**config.mk**
```make
export PLATFORM = sky130hd
export DESIGN_NAME = mask_share_encoder
export DESIGN_NICKNAME = d
export VERILOG_FILES = /design/src/rtl/mask_share_encoder.sv
export SDC_FILE = /design/constraint.sdc
export NUM_CORES = 1
export LEC_CHECK = 0
export ABC_CLOCK_PERIOD_IN_PS = 2450
export BUFFER_PORTS_ARGS = -buffer_cell sky130_fd_sc_hd__buf_4
export CAP_MARGIN = 40
export CORE_MARGIN = 5
export CORE_UTILIZATION = 47
export DETAILED_ROUTE_END_ITERATION = 8
export MAX_ROUTING_LAYER = met4
export PLACE_DENSITY_LB_ADDON = 0.12
export SYNTH_ARGS = -nofsm -noshare
export SYNTH_HDL_FRONTEND = slang
export SYNTH_SLANG_ARGS = --single-unit
```
**constraint.sdc**
```tcl
create_clock -name clk -period 2.45 [get_ports clk]
set_clock_uncertainty 0.2 [all_clocks]
set_input_delay 0.1225 -clock clk [delete_from_list [all_inputs] [get_ports clk]]
set_output_delay 0.1225 -clock clk [all_outputs]
set_load 0.05 [all_outputs]
```
**src/rtl/mask_share_encoder.sv**
```systemverilog
// mask_share_encoder: splits a plain data word into d = security_order+1
// Boolean shares. Shares 1..d-1 are fresh random words. Share 0 is folded
// serially, one random word per cycle, so no single combinational cone ever
// combines the secret with every mask at once.
//
// state | meaning
// ------+--------------------------------------------------------------
// IDLE  | waiting for in_valid; in_ready high
// ACCUM | folding one rnd word per accepted rnd_valid into acc; rnd_ready high
// HOLD  | out_shares presented with out_valid until out_ready
module mask_share_encoder #(
  parameter int security_order = 2,
  parameter int width          = 8
) (
  input  logic                                  clk,
  input  logic                                  rst,
  input  logic [width-1:0]                      in_data,
  input  logic                                  in_valid,
  output logic                                  in_ready,
  input  logic [width-1:0]                      rnd,
  input  logic                                  rnd_valid,
  output logic                                  rnd_ready,
  output logic [(security_order+1)*width-1:0]   out_shares,
  output logic                                  out_valid,
  input  logic                                  out_ready
);

  localparam int d     = security_order + 1;
  localparam int cnt_w = (d > 2) ? $clog2(d) : 1;

  typedef enum logic [1:0] {IDLE, ACCUM, HOLD} state_t;

  state_t               state_q, state_d;
  logic [width-1:0]     acc_q, acc_d;
  logic [cnt_w-1:0]     cnt_q, cnt_d;
  logic [width-1:0]     m_q [d-1];
  logic [width-1:0]     m_d [d-1];
  logic [d*width-1:0]   out_q, out_d;

  // Next-state and datapath: acc only ever holds the partially masked word;
  // the out register is loaded once, at the final rnd handshake.
  always_comb begin
    state_d = state_q;
    acc_d   = acc_q;
    cnt_d   = cnt_q;
    m_d     = m_q;
    out_d   = out_q;
    case (state_q)
      IDLE: begin
        if (in_valid) begin
          acc_d   = in_data;
          cnt_d   = cnt_w'(1);
          state_d = ACCUM;
        end
      end
      ACCUM: begin
        if (rnd_valid) begin
          acc_d = acc_q ^ rnd;
          for (int i = 0; i < d-1; i++) begin
            if (cnt_q == cnt_w'(i+1)) m_d[i] = rnd;
          end
          if (cnt_q == cnt_w'(d-1)) begin
            out_d[width-1:0] = acc_q ^ rnd;
            for (int i = 0; i < d-1; i++) begin
              out_d[(i+1)*width +: width] = m_d[i];
            end
            state_d = HOLD;
          end else begin
            cnt_d = cnt_q + cnt_w'(1);
          end
        end
      end
      HOLD: begin
        if (out_ready) begin
          out_d   = '0;
          acc_d   = '0;
          cnt_d   = '0;
          m_d     = '{default: '0};
          state_d = IDLE;
        end
      end
      default: state_d = IDLE;
    endcase
  end

  // State and datapath registers, synchronously cleared by rst.
  always_ff @(posedge clk) begin
    if (rst) begin
      state_q <= IDLE;
      acc_q   <= '0;
      cnt_q   <= '0;
      m_q     <= '{default: '0};
      out_q   <= '0;
    end else begin
      state_q <= state_d;
      acc_q   <= acc_d;
      cnt_q   <= cnt_d;
      m_q     <= m_d;
      out_q   <= out_d;
    end
  end

  // Handshakes decode from state only; out_q is zero outside HOLD.
  assign in_ready   = (state_q == IDLE);
  assign rnd_ready  = (state_q == ACCUM);
  assign out_valid  = (state_q == HOLD);
  assign out_shares = out_q;

endmodule

```
-- Word level (Yosys, flattened, before mapping)
Cells that the tools add are included.
- register bits after elaboration: 52
- output and inout port bits: 27
- logic and storage cells: 46
- add/subtract/negate cells: 1
- equality and inequality tests: 9
- mux-type cells: 21
- bitwise logic cells: 1
- reduce and logical (&&, ||, !) cells: 8
- operators by type and width (kind ; number):
    two-way mux 24 bit ; 3
    case mux 24 bit (2 select lines) ; 1
    two-way mux 8 bit ; 5
    two-way mux 16 bit ; 2
    case mux 16 bit (2 select lines) ; 1
    case mux 8 bit (3 select lines) ; 1
    two-way mux 2 bit ; 6
    case mux 2 bit (3 select lines) ; 2
    AND reduction 4 bit ; 3
    bitwise XOR 8 bit ; 1
    != test 2 bit, second input constant ; 3
    AND reduction 5 bit ; 1
    equality test 2 x 1 -> 1 bit, second input constant ; 2
    equality test 2 bit, second input constant ; 2
    != test 2 x 1 -> 1 bit, second input constant ; 2
    AND reduction 3 bit ; 1
    nonzero test 3 bit ; 1
    adder 2 x 1 -> 2 bit, second input constant ; 1
    zero test 2 bit ; 1
    nonzero test 2 bit ; 1

-- Depth between registers and ports, before layout
Gate-level depths: netlist of the first run.
- depth after elaboration: 5
- gate-level depth with buffers: 9
- depth with buffers taken out: 6

-- Least setup slack after synthesis of the first run
Ideal clock, no wire load.
- path kind: register -> register
- start point: reg state_q[0]
- end point: reg acc_q[0]
- library setup time: 132 ps
- arrival: 1947 ps
- required time: 2118 ps
- setup slack: 171 ps
- stages on the path, launching flop included: 9
- buffers on the path: 2
- period minus slack after synthesis: 2279 ps
- cells stage by stage: dfxtp_1 -> inv_1 -> ha_1 -> buf_6 -> nor2b_4 -> or4_1 -> buf_2 -> nor2_1 -> nor3_1
- cells in the longest elaborated chain, start to end: 3
- elaborated cells between the ends (all ways): 9
- ends and longest elaborated chain (element ; line ; RTL):
    start: declaration ; 33 ; state_t state_q, state_d;
    start signal: assignment ; 95 ; state_q <= state_d;
    equality test 2 bit * ; - ;
    via out_valid ; 24 ; output logic out_valid,
    != test 2 x 1 -> 1 bit (no source line) or nonzero test 3 bit (tied branches) ; - ;
    AND reduction 4 bit (no source line) ; - ;
    end signal: assignment ; 90 ; acc_q <= '0;
    end signal: assignment ; 96 ; acc_q <= acc_d;
    end: declaration ; 34 ; logic [width-1:0] acc_q, acc_d;
The timed path passes the listed nets; every way through them passes the cells marked *.
A chain may end at the register's enable or synchronous reset.

-- Worst setup path in the final report of the first run
- start point: reg state_q[0]
- end point: reg acc_q[7]
- cells in the longest elaborated chain, start to end: 3
- elaborated cells between the ends (all ways): 9
- ends and longest elaborated chain (element ; line ; RTL):
    equality test 2 bit, or another cell as far along ; 48 ; case (state_q)
    != test 2 x 1 -> 1 bit (no source line), or another cell as far along ; - ;
    AND reduction 4 bit (no source line) ; - ;
Parallel ways exist; a longest one is shown, timed or not.

==> results of run 1 <==
critical path, delay by kind of cell, from the launching register on:
kind | cells | cell delay (ns)
and+or+nand+nor | 4 | 1.08
DFF | 1 | 0.39
adders and majority gates | 1 | 0.23
buffers and inverters | 1 | 0.08
worst paths after layout:
kind                   start  endpoint  slack [ns]  cells past startpoint
setup / recovery  state_q[0]  acc_q[7]        0.33                      6
hold / removal    in_data[2]  acc_q[2]        0.01                      5
setup reg to reg  state_q[0]  acc_q[7]        0.33                      6
hold reg to reg       m_q[2]    m_q[2]        0.28                      2
placed cells by master (no fill, tap or decap):
master     count
ha_1           6
mux2i_1       41
nor2b_4        1
nor2_1        65
a21oi_4        1
mux2_2         1
nor2b_1        1
clkinv_2       1
mux2i_4        1
bufinv_16      1
buf_4         57
a2111oi_2      1
clkbuf_1       1
nor2b_2        1
a211o_1        2
nor4_2         1
inv_1         13
nor2_2         1
o22ai_1        8
nand2_1       20
clkbuf_8       5
nor3_1        11
o21ai_0       16
o31ai_1        1
a21oi_1       17
dfxtp_1       52
xnor2_1        8
or4_1          1
o41ai_2        1
where the power goes:
part	switching, mW	total [mW]	internal, mW
Sequential	0.0451	0.966	0.921
Combinational	0.498	0.805	0.307
Clock	0.268	0.571	0.304
state kept, by name (all words and copies together), names as in the netlist:
register,flops
out_shares,24
m_q,16
acc_q,8
cnt_q,2
state_q,2
final cells by class:
cell class                      instances  area (µm²)
Tap cell                               70        87.6
Timing Repair Buffer                   57         428
Sequential cell                        52        1040
Clock inverter                          2        35.0
Inverter                               13        48.8
Clock buffer                            6        72.6
Multi-Input combinational cell        206        1310
Fill cell                             510        2120
metrics by stage:
| stage | power [mW] | setup WS (ns) | cells | area, µm² | utilization [%] |
|---|---|---|---|---|---|
| global route | 2.48 | 0.211 | 406 | 3020 | 58.7 |
| detailed placement | 1.79 | 0.355 | 398 | 2910 | 56.6 |
| CTS | 2.37 | 0.335 | 406 | 3020 | 58.7 |
| global placement | 1.79 | 0.394 | 398 | 2910 | 56.6 |
| floorplan | 1.59 | 0.171 | 292 | 2510 | - |
| finish | 2.34 | 0.330 | 406 | 3020 | 58.7 |
cells by family (layout without fill, tap and decap cells):
group           Yosys count  count (layout)  share of synthesized area (%)
compound gates           47              47                           11.4
buf+inv                  34              78                           6.67
flops                    52              52                           41.4
xor+xnor                  8               8                           2.79
mux                      43              43                           17.7
fa+ha+maj                 6               6                           2.98
simple gates            102             102                           17.1
metal layers:
metal / GRT usage (%) / share of wire (%) / up-vias
met1: 21.6 / 45 / 983
li1: - / - / 1057
met5: - / 0 / -
met2: 29.5 / 50 / 39
met4: 5.94 / 1.3 / 0
met3: 4.06 / 3.5 / 6
==> run metrics, run 1 <==
hpwl dp=4040 µm; crit start category=flop; Hold/Removal Path Class=primary input to flop; Initial Util=48.9%; Std-Cell Core Area=5140 µm²; clk buf depth=2; final worst hold slack=0.0126 ns; CTS tree=done; drt pass-1 iters=4; period utilisation layout=86.5%; Clock transition at path regs=0.09 ns; slowest stage cell, crit path=or4_1; Die ar.=6910 µm²; Slew headroom=62.4%; WP data arrival=2.09 ns; top cells by count, synth=nor2_1 (65), dfxtp_1 (52), mux2i_1 (41), nand2_1 (20), a21oi_1 (17); gr ovfl total=0; FFs w/ async S/R, synth=0%; max-cap viol count=0; die height=83.2 µm; required time of the worst setup path=2.42 ns; status=complete, no violations; first-pass GRT wire length=10000 µm; WL per Instance=14.4 µm; synth top area cells=dfxtp_1 (41%), mux2i_1 (16%), nor2_1 (9.7%); final worst path period need=2.12 ns; vias per inst=5.14; drt total wl=5840 µm; Worst Path Max Fanout=8; largest net degree at the start of global routing=55; Fin Setup TNS=0 ns; max-slew violation count=0; Final GP Congestion=0.829; Yosys warnings=0; Residual DRC=0; # diodes=0; # port buffers=47; CP endpoint kind=flop; Mean Syn Cell Area=8.61 µm²; sequential fraction of the synthesis area=41.4%; cells after synthesis=292; Post-CTS Resized=0; initial antenna violation count=0; clk_lat worst skew=0.30 ns; area leader, netlist=dfxtp_1; Area Overhead vs Synth=20.0%; Setup-failing EPs final=0; RSZ-0062 raised after global routing=false; Yosys top cell area share=41.4%; Syn Nets=319; worst vdd ir=0.000335 V; fmax=472 MHz; initial drt markers=119; clock buffer count from CTS=5; Synth cell types=28; CP peak stage delay=0.69 ns; CTS hold repair buffers=0; Hold Fails Final Rpt=0; Syn Std Cell Area=2510 µm²; share of post-route cells with drive strength above 1=21.7%; Post-synth EDFFs=0; critical path class=flop to flop; vias in the first global route=2045; GRT Total Usage=17.9%; setup bufs post-CTS=0; layout net count=362; Worst-Margin Slew=0.564 ns; top-count cell post-synth=nor2_1; synthesized flop and latch total=52; ys flop type=dfxtp_1; Die W=83.2 µm; via count=2085; Sink Count=52; Clk Tree Root Cell=clkbuf_8; H-tree Lvls=2; cells along the critical path=inv_1 > ha_1 > nor2b_4 > or4_1 > nor2_1 > nor3_1; Antenna Violating Nets Remaining=0; cell row count=26; Ports=48; PD cells=776 nW/µm²; Leakage=1.25 nW
No activity file was read; power rests on OpenSTA's default activity.
==> inputs of run 2 (changes only) <==
- GPL_ROUTABILITY_DRIVEN: not set -> 0
- GPL_TIMING_DRIVEN: not set -> 0
==> run 2 against run 1 <==
Compared with the run above: combinational power rose by 0.7%; highest routed layer unchanged; global-route usage grew 0.59 points; hold slack worse by 0.00068 ns; count of clock-buffer cells in the layout up 2; final area increased by 0.95%; final cell count increased by 2.7%.
==> run metrics, run 2 (synthesis gave the netlist of run 1 again) <==
cell row count=26; Hold/Removal Path Class=primary input to flop; largest net degree at the start of global routing=15; critical path class=flop to flop; first-pass GRT wire length=10400 µm; gr ovfl total=0; Std-Cell Core Area=5140 µm²; CP peak stage delay=0.40 ns; commonest non-fill, non-tap cell in the layout=nor2_1; crit start category=flop; Clk Tree Root Cell=clkbuf_8; Worst-Margin Slew=0.500 ns; CP endpoint kind=flop; share of post-route cells with drive strength above 1=20.5%; Layout Utilization=59.3%; clock buffer count from CTS=5; period utilisation layout=91.8%; GRT Total Usage=18.5%; layout net count=373; fmax=445 MHz; P_sw=0.822 mW; Clock transition at path regs=0.09 ns; initial drt markers=124; worst vdd ir=0.000325 V; initial antenna violation count=0; max reg flops=24; Worst Path Max Fanout=10; required time of the worst setup path=2.48 ns; max-cap viol count=0; Gate power share=35.5%; H-tree Lvls=2; crit-path most repeated cell=buf_2; status=complete, no violations; # diodes=0; clock network fraction of total power=22.3%; via count=2090; Fin Setup TNS=0 ns; Setup-failing EPs final=0; commonest cells after routing, fill and taps aside=nor2_1 (65), dfxtp_1 (52), buf_4 (47); Slew headroom=66.7%; Die W=83.2 µm; PD cells=750 nW/µm²; placed cell area=2950 µm²; clk_lat worst skew=0.30 ns; Post-Layout Inst Area=3050 µm²; Initial Util=48.9%; hpwl dp=4340 µm; R2R setup slack=0.20 ns; worst r2r path cells=9; Reg-to-Reg Start=state_q[1]; Post-CTS Resized=0; crit path launch=state_q[1]; RR Endpoint=m_q[1]; Sink Count=52; vias per inst=5.01; RSZ-0062 raised after global routing=false; final worst path period need=2.25 ns; Area Overhead vs Synth=21.2%; CTS tree=done; WL per Instance=14.3 µm; Leakage=1.26 nW; drt pass-1 iters=4; Antenna Violating Nets Remaining=0; die height=83.2 µm; # port buffers=46; cells along the critical path=inv_1 > ha_1 > buf_6 > nor2b_2 > buf_2 > nor2_2 > buf_2 > nand2_1 > a21oi_1; Hold Fails Final Rpt=0; clk buf depth=2; drt total wl=5980 µm; Internal Power=1.46 mW; Die ar.=6910 µm²; crit path to=m_q[1]; sequential fraction of design power=42.2%; max-slew violation count=0; slowest stage cell, crit path=dfxtp_1; vias in the first global route=2170; Residual DRC=0; WP data arrival=2.28 ns; Ports=48; Net Sw Frac=35.9%
[run 2: final cells by class]
type	instances	area, µm²
Inverter	13	48.8
Fill cell	521	2090
Multi-Input combinational cell	206	1310
Tap cell	70	87.6
Clock buffer	8	90.1
Buffer	21	119
Sequential cell	52	1040
Timing Repair Buffer	47	355
[run 2: power groups by stage]
stage | combinational [mW] | sequential, mW | clock (mW)
finish | 0.811 | 0.965 | 0.510
detailed placement | 0.811 | 0.985 | 0
global route | 0.891 | 0.976 | 0.560
CTS | 0.817 | 0.965 | 0.526
global placement | 0.807 | 0.982 | 0
floorplan | 0.509 | 1.08 | 0
[run 2: timing repair]
action,4_1_cts,5_1_grt
hold endpoints to repair,1,0
hold buffers,1,0
setup buffers,0,0
[run 2: worst min-delay path by stage]
stage	slack (ns)	end	cells past startpoint	start
after floorplan	0.19	acc_q[1]	4	in_data[1]
after global placement	0.26	m_q[10]	2	m_q[10]
after detailed placement	0.27	m_q[8]	2	m_q[8]
after CTS	0.003	acc_q[7]	5	in_data[7]
after global routing	0.03	acc_q[6]	5	in_data[6]
final	0.01	acc_q[6]	5	in_data[6]
[run 2: through the flow]
step	hold slack, ns	cells	total power, mW	setup WS, ns
5_1_grt	0.0319	417	2.43	0.0356
6_report	0.0119	417	2.29	0.201
3_3_place_gp	0.259	408	1.79	0.256
2_1_floorplan	0.189	292	1.59	0.171
4_1_cts	0.00251	417	2.31	0.177
3_5_place_dp	0.266	408	1.80	0.222
[run 2: worst max-delay path, delay by kind of cell (launching register included)]
family	cells	cell delay, ns
DFF	1	0.40
buffers and inverters	4	0.71
AOI/OAI and AO/OA	1	0.13
and+or+nand+nor	3	0.54
adders and majority gates	1	0.21
[run 2: layer usage]
layer / up-vias / part of all wire, % / track usage [%]
li1: 1086 / - / -
met3: 5 / 4.0 / 3.66
met4: 0 / 0.74 / 4.01
met2: 41 / 48 / 30.5
met5: - / 0 / -
met1: 958 / 47 / 23.5
